File: config.mk
export PLATFORM = sky130hd
export DESIGN_NAME = reqfifo_drain
export DESIGN_NICKNAME = d
export VERILOG_FILES = /design/src/rtl/mc_req_pkg.sv /design/src/rtl/reqfifo_obuf.sv /design/src/rtl/reqfifo_drain.sv
export SDC_FILE = /design/constraint.sdc
export NUM_CORES = 2
export LEC_CHECK = 0
export BUFFER_PORTS_ARGS = -buffer_cell sky130_fd_sc_hd__buf_4
export CORE_AREA = 2 2 566 568
export DETAILED_ROUTE_END_ITERATION = 8
export DIE_AREA = 0 0 568 570
export SKIP_CTS_REPAIR_TIMING = 1
export SLEW_MARGIN = 20
export SYNTH_ARGS = -nofsm -noshare
export SYNTH_HDL_FRONTEND = slang
export SYNTH_SLANG_ARGS = --single-unit
File: constraint.sdc
create_clock -name clk -period 42.1 [get_ports clk]
set_input_delay 0 -clock clk [delete_from_list [all_inputs] [get_ports clk]]
set_output_delay 0 -clock clk [all_outputs]
set_load 0.01 [all_outputs]
File: src/rtl/mc_req_pkg.sv
`default_nettype none
// ============================================================================
// Module   : mc_req_pkg
// Purpose  : Field map and decode helpers for 640-bit request FIFO words.
// Revision : 1.0
// ============================================================================
package mc_req_pkg;

    localparam int REQ_W      = 640;
    localparam int WDATA_LSB  = 0;
    localparam int WDATA_W    = 512;
    localparam int BYTEEN_LSB = 512;
    localparam int BYTEEN_W   = 64;
    localparam int ADDR_LSB   = 576;
    localparam int ADDR_W     = 46;
    localparam int CMD_LSB    = 622;
    localparam int CMD_W      = 2;
    localparam int TAG_LSB    = 624;
    localparam int TAG_W      = 12;
    localparam int RSVD_LSB   = 636;
    localparam int RSVD_W     = 4;

    typedef enum logic [CMD_W-1:0] {
        CMD_RD = 2'b00,
        CMD_WR = 2'b01
    } cmd_e;

    typedef struct packed {
        logic                is_wr;
        logic [ADDR_W-1:0]   addr;
        logic [TAG_W-1:0]    tag;
        logic [BYTEEN_W-1:0] byteen;
        logic [WDATA_W-1:0]  wdata;
    } req_t;

    function automatic logic word_legal(input logic [REQ_W-1:0] w);
        return !w[CMD_LSB+1] && (w[RSVD_LSB +: RSVD_W] == '0);
    endfunction

    function automatic req_t word_decode(input logic [REQ_W-1:0] w);
        req_t r;
        r.is_wr  = (w[CMD_LSB +: CMD_W] == CMD_WR);
        r.addr   = w[ADDR_LSB +: ADDR_W];
        r.tag    = w[TAG_LSB +: TAG_W];
        r.byteen = w[BYTEEN_LSB +: BYTEEN_W];
        r.wdata  = w[WDATA_LSB +: WDATA_W];
        return r;
    endfunction

endpackage
`default_nettype wire

File: src/rtl/reqfifo_obuf.sv
`default_nettype none
// ============================================================================
// Module   : reqfifo_obuf
// Purpose  : Synchronous circular buffer with occupancy count and head data.
// Revision : 1.0
// ============================================================================
module reqfifo_obuf #(
    parameter int DEPTH = 4,
    parameter int W     = 8
) (
    input  logic                  clk,
    input  logic                  reset,
    input  logic                  i_push,
    input  logic [W-1:0]          i_din,
    input  logic                  i_pop,
    output logic [$clog2(DEPTH):0] o_occ,
    output logic [W-1:0]          o_head
);

    localparam int c_ptr_w = $clog2(DEPTH);

    logic [W-1:0]       r_mem [DEPTH];
    logic [c_ptr_w-1:0] r_wr_ptr;
    logic [c_ptr_w-1:0] r_rd_ptr;
    logic [c_ptr_w:0]   r_occ;

    function automatic logic [c_ptr_w-1:0] ptr_next(input logic [c_ptr_w-1:0] p);
        return (p == c_ptr_w'(DEPTH-1)) ? '0 : p + 1'b1;
    endfunction

    // Storage is not reset: only the pointers define what is valid.
    always_ff @(posedge clk) begin
        if (i_push) begin
            r_mem[r_wr_ptr] <= i_din;
        end
    end

    always_ff @(posedge clk) begin
        if (reset) begin
            r_wr_ptr <= '0;
            r_rd_ptr <= '0;
            r_occ    <= '0;
        end else begin
            if (i_push) begin
                r_wr_ptr <= ptr_next(r_wr_ptr);
            end
            if (i_pop) begin
                r_rd_ptr <= ptr_next(r_rd_ptr);
            end
            case ({i_push, i_pop})
                2'b10:   r_occ <= r_occ + 1'b1;
                2'b01:   r_occ <= r_occ - 1'b1;
                default: r_occ <= r_occ;
            endcase
        end
    end

    assign o_occ  = r_occ;
    assign o_head = r_mem[r_rd_ptr];

    a_occ_bound: assert property (@(posedge clk) disable iff (reset)
        r_occ <= (c_ptr_w+1)'(DEPTH));

endmodule
`default_nettype wire

File: src/rtl/reqfifo_drain.sv
`default_nettype none
// ============================================================================
// Module   : reqfifo_drain
// Purpose  : Credit-controlled reader of the request FIFO; decodes, drops
//            malformed words and presents requests over valid/ready.
// Revision : 1.0
// ============================================================================
module reqfifo_drain
    import mc_req_pkg::*;
#(
    parameter int FIFO_RD_LAT = 1,
    parameter int OBUF_DEPTH  = 4,
    parameter int CNT_W       = 32
) (
    input  logic               clk,
    input  logic               reset,
    input  logic [REQ_W-1:0]   fifo_q,
    input  logic               fifo_rdempty,
    output logic               fifo_rdreq,
    output logic               mc_req_valid,
    input  logic               mc_req_ready,
    output logic               mc_req_is_wr,
    output logic [ADDR_W-1:0]  mc_req_addr,
    output logic [TAG_W-1:0]   mc_req_tag,
    output logic [WDATA_W-1:0] mc_req_wdata,
    output logic [BYTEEN_W-1:0] mc_req_byteen,
    output logic               drop_pulse,
    output logic [CNT_W-1:0]   drop_cnt,
    output logic [CNT_W-1:0]   issue_cnt,
    output logic               busy
);

    localparam int c_occ_w = $clog2(OBUF_DEPTH) + 1;

    logic [FIFO_RD_LAT-1:0] r_vld_sr;
    logic [c_occ_w-1:0]     r_infl;
    logic [c_occ_w-1:0]     w_occ;
    logic [c_occ_w:0]       w_credit_sum;
    logic                   w_rdreq;
    logic                   w_exit;
    logic                   w_push;
    logic                   w_drop;
    logic                   w_pop;
    req_t                   w_dec;
    req_t                   w_head;
    logic                   r_drop_pulse;
    logic [CNT_W-1:0]       r_drop_cnt;
    logic [CNT_W-1:0]       r_issue_cnt;

    // Credits come only from registered occupancy/in-flight state, so ready
    // never reaches the FIFO read request combinationally.
    assign w_credit_sum = {1'b0, w_occ} + {1'b0, r_infl};
    assign w_rdreq      = !reset && !fifo_rdempty &&
                          (w_credit_sum < (c_occ_w+1)'(OBUF_DEPTH));

    assign w_exit = r_vld_sr[FIFO_RD_LAT-1];
    assign w_dec  = word_decode(fifo_q);
    assign w_push = w_exit && word_legal(fifo_q);
    assign w_drop = w_exit && !word_legal(fifo_q);
    assign w_pop  = mc_req_valid && mc_req_ready;

    always_ff @(posedge clk) begin
        if (reset) begin
            r_vld_sr     <= '0;
            r_infl       <= '0;
            r_drop_pulse <= 1'b0;
            r_drop_cnt   <= '0;
            r_issue_cnt  <= '0;
        end else begin
            r_vld_sr     <= (r_vld_sr << 1) | FIFO_RD_LAT'(w_rdreq);
            r_infl       <= r_infl + c_occ_w'(w_rdreq) - c_occ_w'(w_exit);
            r_drop_pulse <= w_drop;
            if (w_drop && (r_drop_cnt != '1)) begin
                r_drop_cnt <= r_drop_cnt + CNT_W'(1);
            end
            if (w_pop) begin
                r_issue_cnt <= r_issue_cnt + CNT_W'(1);
            end
        end
    end

    reqfifo_obuf #(
        .DEPTH (OBUF_DEPTH),
        .W     ($bits(req_t))
    ) u_obuf (
        .clk    (clk),
        .reset  (reset),
        .i_push (w_push),
        .i_din  (w_dec),
        .i_pop  (w_pop),
        .o_occ  (w_occ),
        .o_head (w_head)
    );

    assign fifo_rdreq    = w_rdreq;
    assign mc_req_valid  = (w_occ != '0);
    assign mc_req_is_wr  = w_head.is_wr;
    assign mc_req_addr   = w_head.addr;
    assign mc_req_tag    = w_head.tag;
    assign mc_req_wdata  = w_head.wdata;
    assign mc_req_byteen = w_head.byteen;
    assign drop_pulse    = r_drop_pulse;
    assign drop_cnt      = r_drop_cnt;
    assign issue_cnt     = r_issue_cnt;
    assign busy          = (w_occ != '0) || (r_infl != '0);

    a_no_rd_empty: assert property (@(posedge clk) disable iff (reset)
        !(fifo_rdreq && fifo_rdempty));

    a_stall_hold: assert property (@(posedge clk) disable iff (reset)
        (mc_req_valid && !mc_req_ready) |=> (mc_req_valid && $stable(w_head)));

endmodule
`default_nettype wire

==> results.py <==
metrics = {
    "sta": {
        "fin_hold_ws_ns": 0.01641,
        "fin_skew_ns": 0.07074,
        "slew_viol_final": 0,
        "finalHoldViolCount": 0,
        "setup_tns_ns": 0,
        "period_share_pct": 16.00,
        "min_period_ns": 6.734,
        "tightest_slew_ns": 1.114,
        "rsz0062_at_grt": "false",
        "max_slew_margin_pct": 25.75,
        "setup_viol_count_final": 0,
        "fmax_ghz": 0.1485,
    },
    "logic_synthesis": {
        "ys_seq_elements": 2618,
        "avgSynthCellArea_sq_um": 25.27,
        "ys_types": 47,
        "netlist_area_sq_um": 94980,
        "seq_area_frac_synth_pct": 81.95,
        "ys_warn_count": 0,
        "ys.flop_type": "edfxtp_1",
        "syn_nets": 4417,
        "synthArstFlopShare_pct": 0,
        "synthCells": 3759,
        "synth_edf_count": 2540,
    },
    "clock_network": {
        "cts_buffer_depth": 4,
        "cts_num_sinks": 2618,
        "cts_buffers": 282,
        "cts_tree": "yes",
        "root_buffer": "clkbuf_16",
        "clk_pin_slew_worst_paths_ns": 0.06,
        "htreeDepth": 5,
        "clock_latency_ns": 0.88,
    },
    "grt": {
        "grt_overflow": 0,
        "grt.total_usage_pct": 15.30,
        "grt_pass1_wl_microns": 359200,
        "grt_max_degree": 128,
        "first_global_vias": 47780,
        "antenna_found_initial": 125,
    },
    "floorplanning": {
        "dieWidth_microns": 568,
        "die_h_microns": 570,
        "fp.dieArea_sq_um": 323800,
        "design.core.area_sq_um": 317300,
        "initial_core_util_pct": 29.94,
        "rows": 207,
        "num_io_pins": 1347,
    },
    "setup_path": {
        "cp_cell_sequence": "dlygate4sd3_1 > buf_4 > or4_1 > nor2_1 > and3_4 > buf_4 > buf_4 > buf_4 > buf_4 > buf_4 > buf_4",
        "cp-endpoint": "u_obuf.r_mem[2][236]",
        "cp-start-kind": "input pin",
        "rr_worst_depth": 7,
        "end_kind": "flop",
        "reg2reg_to": "u_obuf.r_mem[2][236]",
        "cp.arrival_ns": 7.18,
        "crit_top_cell": "buf_4",
        "reg2reg_slack_ns": 35.65,
        "critPathLaunch": "fifo_q[637]",
        "crit_type": "input pin to flop",
        "worstPathMaxFanout": 64,
        "rr_startpoint": "r_vld_sr",
        "required_ns": 42.54,
        "worst_path_max_delay_cell": "buf_4",
        "critPathMaxStageDelay_ns": 0.88,
    },
    "drt": {
        "antenna_left": 0,
        "drc_errors": 0,
        "viasPerCell": 4.716,
        "routedWlPerCell_microns": 24.26,
        "drtIter0Drc": 4916,
        "routed_wl_microns": 267300,
        "vias": 51950,
        "first_pass_iters": 5,
    },
    "run_status": {
        "status": "finished, final reports clean",
    },
    "power": {
        "seqPwrFrac_pct": 52.3,
        "intPower_mw": 4.366,
        "leakage_nw": 43.54,
        "vdd_drop_max_v": 0.00003760,
        "p_comb_share_pct": 4.2,
        "pwr-share-clk_pct": 43.5,
        "switching_share_pct": 20.21,
        "p_switching_mw": 1.106,
        "p_per_area_nw_per_um2": 41.55,
    },
    "place": {
        "io_buffers": 1346,
        "dp_hpwl_microns": 175100,
        "placedCellCount": 9193,
        "gp_congestion": 0.8176,
    },
    "finish": {
        "area_growth_pct": 38.66,
        "final_layout_size_suffix_gt1_share_pct": 36.35,
        "finalNonFillerCells": 11020,
        "final_common_cell": "edfxtp_1",
        "final_cell_mix": "edfxtp_1 (2540), buf_4 (1408), dlygate4sd3_1 (1234), mux4_2 (635), clkbuf_16 (287)",
        "nNetsFinal": 7189,
    },
    "run": {
        "maxCapViolations": 0,
    },
    "min_path": {
        "min_delay_path_depth": 2,
        "hp-class": "input pin to flop",
    },
}
-- worst max-delay path: cells and delay by family --
family | cells | cell delay [ns]
buffers and inverters | 8 | 5.11
AND/OR/NAND/NOR | 3 | 1.69
-- Yosys cell counts (2+ instances only) --
cell type	instances	share of area, %
or2_2	2	0.013
edfxtp_1	2540	80
nand4_1	9	0.059
nand2_1	28	0.11
nand3_1	22	0.12
inv_1	24	0.095
ha_1	12	0.16
xor2_1	8	0.074
or4_1	18	0.14
buf_6	3	0.036
a21oi_1	34	0.18
o21ai_1	4	0.021
nor4_1	10	0.066
clkbuf_1	69	0.27
or3_1	16	0.11
nor2_1	48	0.19
mux2_4	2	0.032
and4_1	6	0.055
nor4_2	3	0.040
nand4_2	2	0.026
and3_1	6	0.040
nor3_1	13	0.068
buf_1	58	0.23
xnor2_1	26	0.24
a311oi_1	2	0.018
nor2b_1	7	0.046
fa_1	2	0.042
dfxtp_1	78	1.6
mux4_2	635	15
o21ai_0	12	0.063
mux2_2	2	0.024
buf_2	29	0.15
o31ai_1	15	0.12
-- kinds of logic after synthesis --
logic type,Yosys count,share of synthesized area [%]
AOI/OAI and AO/OA,74,0.4729
xor gates and xnor gates,34,0.3135
DFF,2618,81.95
muxes,640,15.12
adders and majority gates,14,0.2002
and+or+nand+nor,195,1.136
buffers and inverters,184,0.8062
-- through the flow --
stage          util, %  setup WS (ns)  power (mW)  area, sq um
2_1_floorplan        -          25.81       2.949        94980
3_3_place_gp     34.75          34.94       3.034       110300
3_5_place_dp     34.75          34.99       3.040       110300
4_1_cts          37.55          35.06       5.415       119100
5_1_grt          41.48          34.65       5.635       131600
6_report         41.51          35.37       5.471       131700
-- registers in the layout, summed over array words and instances, names as in the netlist, named ones only --
| signal | flops |
|---|---|
| u_obuf.o_occ | 3 |
| u_obuf.r_mem | 2540 |
| drop_pulse | 1 |
| drop_cnt | 32 |
| r_infl | 3 |
| r_vld_sr | 1 |
| u_obuf.r_rd_ptr | 2 |
| u_obuf.r_wr_ptr | 2 |
| issue_cnt | 32 |
-- power by group through the flow --
stage,Clock [mW],Combinational [mW],Sequential (mW)
2_1_floorplan,0,0.0281,2.92
3_3_place_gp,0,0.116,2.92
3_5_place_dp,0,0.123,2.92
4_1_cts,2.43,0.123,2.86
5_1_grt,2.53,0.241,2.86
6_report,2.38,0.228,2.86
-- layout make-up --
type,instances,area (sq um)
antenna,86,215.2
multi-input combinational,957,16400
timing repair buffer,2648,23040
inverter,24,90.09
clock buffer,352,7486
tap,4180,5230
sequential,2618,77840
fill,27480,185600
clock inverter,150,1390
-- per-layer routing --
metal  track usage (%)  wire (microns)
met4             4.186            7412
met2             25.42          132400
met3             6.865           25410
met1             17.85          101700
met5                 0             398
-- worst min path at each step --
stage,slack (ns),to,start
global route,-0.02,u_obuf.r_mem[1][506],fifo_q[506]
CTS,-0.78,u_obuf.r_mem[0][357],fifo_q[357]
detailed placement,0.20,r_vld_sr,fifo_rdempty
finish,0.02,u_obuf.r_mem[1][91],fifo_q[91]
global placement,0.20,u_obuf.r_mem[0][302],fifo_q[302]
floorplan,0.06,fifo_rdreq,fifo_rdempty
Note: power is estimated with default switching activity, not from simulation.
